==> config.mk <==
export PLATFORM = sky130hd
export DESIGN_NAME = phoenix_vc_buffer
export DESIGN_NICKNAME = d
export VERILOG_FILES = /design/src/rtl/phoenix_vc_buffer.sv
export SDC_FILE = /design/constraint.sdc
export NUM_CORES = 1
export LEC_CHECK = 0
export CELL_PAD_IN_SITES_DETAIL_PLACEMENT = 1
export CELL_PAD_IN_SITES_GLOBAL_PLACEMENT = 2
export CORE_UTILIZATION = 41
export DETAILED_ROUTE_END_ITERATION = 8
export MAX_ROUTING_LAYER = met4
export PLACE_DENSITY = 0.79
export SYNTH_ARGS = -nofsm -noshare
export SYNTH_HDL_FRONTEND = slang
export SYNTH_SLANG_ARGS = --single-unit
==> constraint.sdc <==
create_clock -name clock -period 3.3 [get_ports clock]
set_input_delay 0.66 -clock clock [delete_from_list [all_inputs] [get_ports clock]]
set_output_delay 0.66 -clock clock [all_outputs]
set_load 0.02 [all_outputs]
==> src/rtl/phoenix_vc_buffer.sv <==
// Phoenix router input buffer: NUM_VC credit-managed FIFOs, round-robin packet sender.
// Define PHOENIX_VC_BUF_STATS_EN to enable the completed-packet counter on pkt_count.
module phoenix_vc_buffer #(
  parameter int FLIT_W = 16,
  parameter int DEPTH  = 4,
  parameter int NUM_VC = 2,
  localparam int VC_W  = (NUM_VC > 1) ? $clog2(NUM_VC) : 1
) (
  input  logic              clock,
  input  logic              reset,
  input  logic              rx,
  input  logic [VC_W-1:0]   rx_vc,
  input  logic [FLIT_W-1:0] data_in,
  output logic [NUM_VC-1:0] credit_o,
  output logic              h,
  input  logic              ack_h,
  output logic              data_av,
  output logic [FLIT_W-1:0] data,
  input  logic              data_ack,
  output logic              sender,
  output logic [VC_W-1:0]   active_vc,
  output logic [15:0]       pkt_count
);

  localparam int PW = (DEPTH > 1) ? $clog2(DEPTH) : 1;
  localparam int CW = $clog2(DEPTH) + 1;

  typedef enum logic [1:0] {
    S_IDLE,
    S_REQ,
    S_SEND
  } state_t;

  logic [FLIT_W-1:0] mem_q [NUM_VC][DEPTH];
  logic [PW-1:0]     wr_q  [NUM_VC];
  logic [PW-1:0]     rd_q  [NUM_VC];
  logic [CW-1:0]     cnt_q [NUM_VC];

  state_t            state_q;
  logic [VC_W-1:0]   avc_q;
  logic [VC_W-1:0]   rr_q;
  logic [1:0]        idx_q;
  logic [FLIT_W-1:0] rem_q;

  logic [NUM_VC-1:0] full;
  logic [NUM_VC-1:0] nempty;
  logic [NUM_VC-1:0] pull;
  logic [NUM_VC-1:0] push;
  logic              pull_any;
  logic              pkt_end;
  logic              sel_ok;
  logic [VC_W-1:0]   sel_vc;
  logic [VC_W-1:0]   nxt_vc;

  function automatic logic [PW-1:0] ptr_inc(input logic [PW-1:0] p);
    return (p == PW'(DEPTH - 1)) ? '0 : p + 1'b1;
  endfunction

  // Per-VC occupancy flags, pull/push qualification.
  always_comb begin
    full   = '0;
    nempty = '0;
    pull   = '0;
    push   = '0;
    for (int v = 0; v < NUM_VC; v++) begin
      full[v]   = (cnt_q[v] == CW'(DEPTH));
      nempty[v] = (cnt_q[v] != '0);
      pull[v]   = (state_q == S_SEND) && (avc_q == VC_W'(v))
                  && data_ack && nempty[v];
      push[v]   = rx && (int'(rx_vc) == v) && (!full[v] || pull[v]);
    end
  end

  assign pull_any  = |pull;
  assign credit_o  = ~full | pull;
  assign h         = (state_q == S_REQ);
  assign sender    = (state_q == S_SEND);
  assign data_av   = sender && nempty[avc_q];
  assign data      = mem_q[avc_q][rd_q[avc_q]];
  assign active_vc = avc_q;

  assign pkt_end = pull_any &&
                   (((idx_q == 2'd1) && (data == '0)) ||
                    ((idx_q == 2'd2) && (rem_q == FLIT_W'(1))));

  assign nxt_vc = (avc_q == VC_W'(NUM_VC - 1)) ? '0 : avc_q + 1'b1;

  // Round-robin pick: first non-empty VC at or after rr_q.
  always_comb begin
    sel_ok = 1'b0;
    sel_vc = '0;
    for (int i = 0; i < NUM_VC; i++) begin
      if (!sel_ok && nempty[(int'(rr_q) + i) % NUM_VC]) begin
        sel_ok = 1'b1;
        sel_vc = VC_W'((int'(rr_q) + i) % NUM_VC);
      end
    end
  end

  // VC FIFO storage, pointers and occupancy counts.
  always_ff @(posedge clock) begin
    if (reset) begin
      for (int v = 0; v < NUM_VC; v++) begin
        wr_q[v]  <= '0;
        rd_q[v]  <= '0;
        cnt_q[v] <= '0;
      end
    end else begin
      for (int v = 0; v < NUM_VC; v++) begin
        if (push[v]) begin
          mem_q[v][wr_q[v]] <= data_in;
          wr_q[v] <= ptr_inc(wr_q[v]);
        end
        if (pull[v])
          rd_q[v] <= ptr_inc(rd_q[v]);
        if (push[v] && !pull[v])
          cnt_q[v] <= cnt_q[v] + 1'b1;
        else if (!push[v] && pull[v])
          cnt_q[v] <= cnt_q[v] - 1'b1;
      end
    end
  end

  // Packet sequencer: select VC, request route, stream whole packet.
  always_ff @(posedge clock) begin
    if (reset) begin
      state_q <= S_IDLE;
      avc_q   <= '0;
      rr_q    <= '0;
      idx_q   <= '0;
      rem_q   <= '0;
    end else begin
      unique case (state_q)
        S_IDLE: begin
          if (sel_ok) begin
            avc_q   <= sel_vc;
            idx_q   <= '0;
            state_q <= S_REQ;
          end
        end
        S_REQ: begin
          if (ack_h)
            state_q <= S_SEND;
        end
        S_SEND: begin
          if (pull_any) begin
            if (idx_q == 2'd0) begin
              idx_q <= 2'd1;
            end else if (idx_q == 2'd1) begin
              rem_q <= data;
              idx_q <= 2'd2;
            end else begin
              rem_q <= rem_q - 1'b1;
            end
          end
          if (pkt_end) begin
            state_q <= S_IDLE;
            rr_q    <= nxt_vc;
          end
        end
        default: state_q <= S_IDLE;
      endcase
    end
  end

`ifdef PHOENIX_VC_BUF_STATS_EN
  logic [15:0] pkt_q;

  // Completed-packet counter, wraps at 16 bits.
  always_ff @(posedge clock) begin
    if (reset)
      pkt_q <= '0;
    else if (pkt_end)
      pkt_q <= pkt_q + 1'b1;
  end

  assign pkt_count = pkt_q;
`else
  assign pkt_count = '0;
`endif

endmodule

# --- Yosys cells after proc, flatten, opt, wreduce, memory -nomap -nowiden ---
# Memories as Yosys holds them, arrays and structs flattened. A register that Yosys moved wholly into a read port is not among the register bits.
# Index checks and enable logic that the tools add are counted.
totals:
  ff_bits: 22
  mem_bits_rw: 142
  inputBits: 22
  memories: 4
memory_table:
  columns: ["name", "words", "word_bits", "rd", "rd_ports_with_merged_regs", "write_ports", "line", "text"]
  rows:
  - ["mem_q", 2, 64, 1, 1, 1, "34", "logic [FLIT_W-1:0] mem_q [NUM_VC][DEPTH];"]
  - ["cnt_q", 2, 3, 2, 0, 2, "37", "logic [CW-1:0] cnt_q [NUM_VC];"]
  - ["rd_q", 2, 2, 3, 1, 2, "36", "logic [PW-1:0] rd_q [NUM_VC];"]
  - ["wr_q", 2, 2, 2, 0, 2, "35", "logic [PW-1:0] wr_q [NUM_VC];"]
op_classes:
  n_addsub: 11
  n_lt_le_gt_ge: 8
  eq_ne: 16
  n_mux: 78
  bitwise_logic: 17
  reduce_logical: 44
ops:
  columns: ["op", "count"]
  rows:
  - ["64-bit 2-to-1 mux", 4]
  - ["16-bit 2-to-1 mux", 5]
  - ["16-bit demux with 2-bit select", 2]
  - ["64-bit OR reduction", 1]
  - ["1-bit 2-to-1 mux", 45]
  - ["16-bit binary-select mux with 2-bit select", 1]
  - ["2-bit 2-to-1 mux", 15]
  - ["1-bit logical AND", 21]
  - ["16-bit by 1-bit equality test with 1-bit output (second input constant)", 1]
  - ["16-bit logical NOT", 1]
  - ["16-bit by 1-bit subtractor with 16-bit output (second input constant)", 1]
  - ["2-bit equality test (second input constant)", 6]
  - ["3-bit 2-to-1 mux", 4]
  - ["3-bit >= comparator (second input constant)", 3]
  - ["2-bit NOT with 3-bit output", 3]
  - ["2-bit by 1-bit adder with 2-bit output (second input constant)", 4]
  - ["1-bit OR", 8]
  - ["1-bit logical NOT", 7]
  - ["3-bit by 1-bit adder with 3-bit output (second input constant)", 2]
  - ["3-bit equality test (second input constant)", 2]
  - ["3-bit by 1-bit < comparator with 1-bit output (second input constant)", 2]
  - ["2-bit by 1-bit inequality test with 1-bit output (second input constant)", 3]
  - ["2-bit one-hot mux with 3 select lines", 1]
  - ["3-bit AND reduction", 2]
  - ["other kinds (19)", 30]

# --- Depth between registers and ports, before layout ---
depth:
  word_depth: 13
  depth_mapped: 10

# --- Least setup slack after synthesis ---
# OpenSTA, ideal clock, no wires.
synth_path:
  path_type: "register to register"
  startpoint: "mem rd_q[0][0] (netlist name)"
  endpoint: "reg state_q[1]"
  arrival_time_ns: 2.575
  path_slack_ns: 0.591
  path_stages_with_launch: 8
  synth_period_minus_slack_ns: 2.709
  cell_sequence: "edfxtp_1 > mux4_2 > mux2_4 > or4_1 > or3b_4 > nor4_4 > or3b_1 > a21oi_1"
synth_rtl:
  columns: ["item", "line", "text"]
  rows:
  - ["start, declared", "36", null]
  - ["end signal, assigned", "127", "state_q <= S_IDLE;"]
  - ["end signal, assigned", "138", "state_q <= S_REQ;"]
  - ["end signal, assigned", "143", "state_q <= S_SEND;"]
  - ["end, declared", "39", "state_t state_q;"]

==> summary.txt <==
Timing
  • RSZ-0062 raised after global routing: yes
  • Skew final: ~9 ps
  • Final setup viols: 0
  • Final period utilization: between 90% and 100%
  • Final min period: about 3300 ps
  • Hold Vio Cnt, Final: 0
  • Max_slew headroom: ~56%
  • Fmax: 0.3061 GHz
  • Slew @ Worst Pin: between 600 and 700 ps
  • Max Slew Vio Count: 0

Setup path
  • Crit path launch: rd_q[1][1]
  • Worst reg2reg path depth: 9
  • Buffers and inverters on the worst path: 4
  • Crit path to: data[3]
  • Crit Path Max Fanout: 10
  • Cell family with most CP delay: buffers and inverters
  • Crit start category: register
  • Reg2reg start: rd_q[0][1]
  • CP dominant cell by count: buf_4
  • Worst path required time: between 2000 and 3000 ps
  • Crit-path cells: buf_4 -> mux2i_1 -> buf_4 -> o221ai_1 -> o2bb2ai_1 -> inv_1 -> clkdlybuf4s50_1
  • R2R Setup Slk: roughly 220 ps
  • CP Class: register to output pin
  • Worst path depth: 7
  • Slowest-stage cell, CP: clkdlybuf4s50_1
  • Worst r2r dst: state_q[1]
  • Slowest stage delay, CP: 610 ps
  • Crit end category: output pin
  • WP data arrival: 2610 ps

Logic synthesis
  • Post-synth top area share: a little under three fifths
  • Main area contributors after synthesis: edfxtp_1, mux2i_1, dfxtp_1
  • Synth unique cells: 60
  • Synthesized area per cell: between 10 and 15 µm²
  • Yosys reg bits: about 170
  • Ys Warns: 0
  • Post-synth top area cell: edfxtp_1
  • Post-synth ARST share: 0%
  • Post-Syn Area: between 7000 and 8000 µm²
  • Register area share after synthesis: 63.62%
  • Ys flop type: edfxtp_1
  • Number of synthesized flops with an enable pin: around 140
  • Post-Synthesis Cells: 567

Cells and area
  • Highest-count cells in the layout ignoring fill and taps: edfxtp_1, mux2i_1, clkdlybuf4s50_1, buf_4, nor2_1
  • N_diodes: 0
  • FF+latch area: 4726 µm²
  • Most common cell after layout, fill and taps aside: edfxtp_1
  • Layout Nets: around 670
  • Final Non-Filler Cells: a little under 900
  • FILL cells: around 1.8k
  • Multi-input gate area: approximately 2500 µm²
  • Area growth syn-to-layout: 19.63%
  • Fraction of layout cells with a size suffix above 1: 13.73%

Hold path
  • Hold Path Class: register to register

Die
  • # rows: 48
  • Core Region: between 15000 and 20000 µm²
  • Die width: around 140 µm
  • Starting Density: between 40% and 50%
  • Chip Height: between 100 and 150 µm
  • Io pins: 60
  • Die ar.: roughly 19000 µm²

Power and ir drop
  • Power share of the sequential group: between 40% and 50%
  • P_leak: around 0.0031 µW
  • Combinational power share: 12.1%
  • Sw Pwr: between 1000 and 1500 µW
  • P_int: around 3600 µW
  • PwrDens: about 560 nW/µm²
  • Clk pwr share: approximately two fifths
  • Final Power: roughly 4900 µW
  • Sw frac: a little over a quarter
  • Max IR drop VDD: approximately 0.41 mV

Clock tree
  • Cts bufs inserted: 17
  • Clk Latency, worst-skew pair: 430 ps
  • CTS Hold Buffers Added: 0
  • Max Root-Sink Buffers: 2
  • CTS tree: done
  • H-tree levels: 4
  • Clk root buf: clkbuf_16
  • Sink Count: 165
  • Clock Pin Slew Worst Setup and Hold Paths: around 70 ps

Global routing
  • Vias in the first global route: approximately 5.2k
  • M3 GR Usage: approximately 3.4%
  • Met2 Usage GRT: roughly 36%
  • Gr ovfl total: 0
  • Grt met1 use: between 20 and 30%
  • Total Routing Usage GR: between 20% and 30%
  • First-pass GRT wire length: roughly 29 mm
  • GRT busiest layer: met2
  • Pin count of the biggest net entering global routing: 24
  • Initial antenna violation count: 0

Placed design
  • DP HPWL: approximately 12 mm
  • Placed cell count: between 800 and 900
  • Placer's final routability congestion estimate: slightly above 0.8
  • Port bufs: 43

Detailed routing
  • Antenna Nets Post-Route: 0
  • Initial drt markers: 414
  • Post-route DRC: 0
  • Drt first pass iters: 4
  • Via/cell ratio: between 5 and 6
  • Routed WL per cell: roughly 22 µm
  • Detailed Route WL: 18.81 mm
  • DR vias: slightly below 5k

Run
  • Maxcap violations: 0

Outcome
  • Status: completed
==> flip-flops by register name (all words and copies together) (netlist names), named ones only <==
name	flops
rem_q	16
rd_q	4
state_q	2
idx_q	2
rr_q	1
wr_q	4
cnt_q	6
active_vc	1
mem_q	128
==> how the worst min path moves through the flow <==
stage                    from         to  cells after the start
finish              rem_q[11]  rem_q[11]                      2
detailed placement  rem_q[11]  rem_q[11]                      2
CTS                 rem_q[11]  rem_q[11]                      2
global route        rem_q[11]  rem_q[11]                      2
global placement     rem_q[4]   rem_q[4]                      2
floorplan            rem_q[4]   rem_q[4]                      2
==> per-stage QoR <==
stage	cell area, µm²	setup WS (ps)	utilization, %	hold slack [ps]	TNS, ps
after floorplan	7482	590.8	-	450.2	0
after global placement	8177	320.8	46.79	466.3	0
after detailed placement	8177	188.7	46.79	473.1	0
after CTS	8835	33.98	50.55	482.8	0
after global routing	8884	-85.59	50.83	502.0	-222.3
final	8884	33.15	50.83	481.3	0
==> power groups by stage <==
stage	sequential, µW	clock [µW]	combinational (µW)
2_1_floorplan	2380	0	342
3_3_place_gp	2390	0	561
3_5_place_dp	2400	0	577
4_1_cts	2350	2020	595
5_1_grt	2360	2100	649
6_report	2350	2000	598
==> worst register-to-register path, stage by stage (launching register included) <==
cell      delay [ps]
edfxtp_1         490
buf_4            200
buf_4            140
mux4_2           300
mux2_4           310
or4_1            480
or3b_4           420
nor4_4           390
or3b_1           170
a21oi_1           70
==> timing repair <==
item                                    CTS  global route
endpoints found under the hold margin     0             0
endpoints found under the setup margin   12             9
buffers inserted                          6             2
resized for setup                         6             7
==> cells by family after synthesis <==
| group | count (synthesis) | synth area share [%] |
|---|---|---|
| flops | 165 | 63.62 |
| other cells | 1 | 0.05050 |
| xor+xnor | 2 | 0.2359 |
| buf+inv | 73 | 4.583 |
| mux | 54 | 7.700 |
| compound gates | 112 | 10.55 |
| fa+ha+maj | 16 | 2.797 |
| simple gates | 144 | 10.46 |
==> final cells by class <==
cell class	instances	area share [%]
Timing Repair Buffer	81	8.169
Inverter	26	1.099
Clock buffer	17	4.789
Clock inverter	15	1.873
Sequential cell	165	53.20
Multi-Input combinational cell	344	27.70
Tap cell	225	3.169
==> synthesized netlist by cell type (all sizes together) (11+ instances only) <==
library cell  number
clkbuf            25
dfxtp             23
mux2i             50
o21ai             23
a21oi             23
o2bb2ai           11
inv               26
o221ai            22
and2              11
nor2              32
buf               22
nor3              20
nand3             11
nand2             23
ha                15
edfxtp           142
==> per-layer routing <==
metal	wire length [µm]	share of wire, %
met1	8233	44
met2	9447	50
met3	692	3.7
met4	432	2.3
met5	0	0
(Power assumes the default switching activity.)
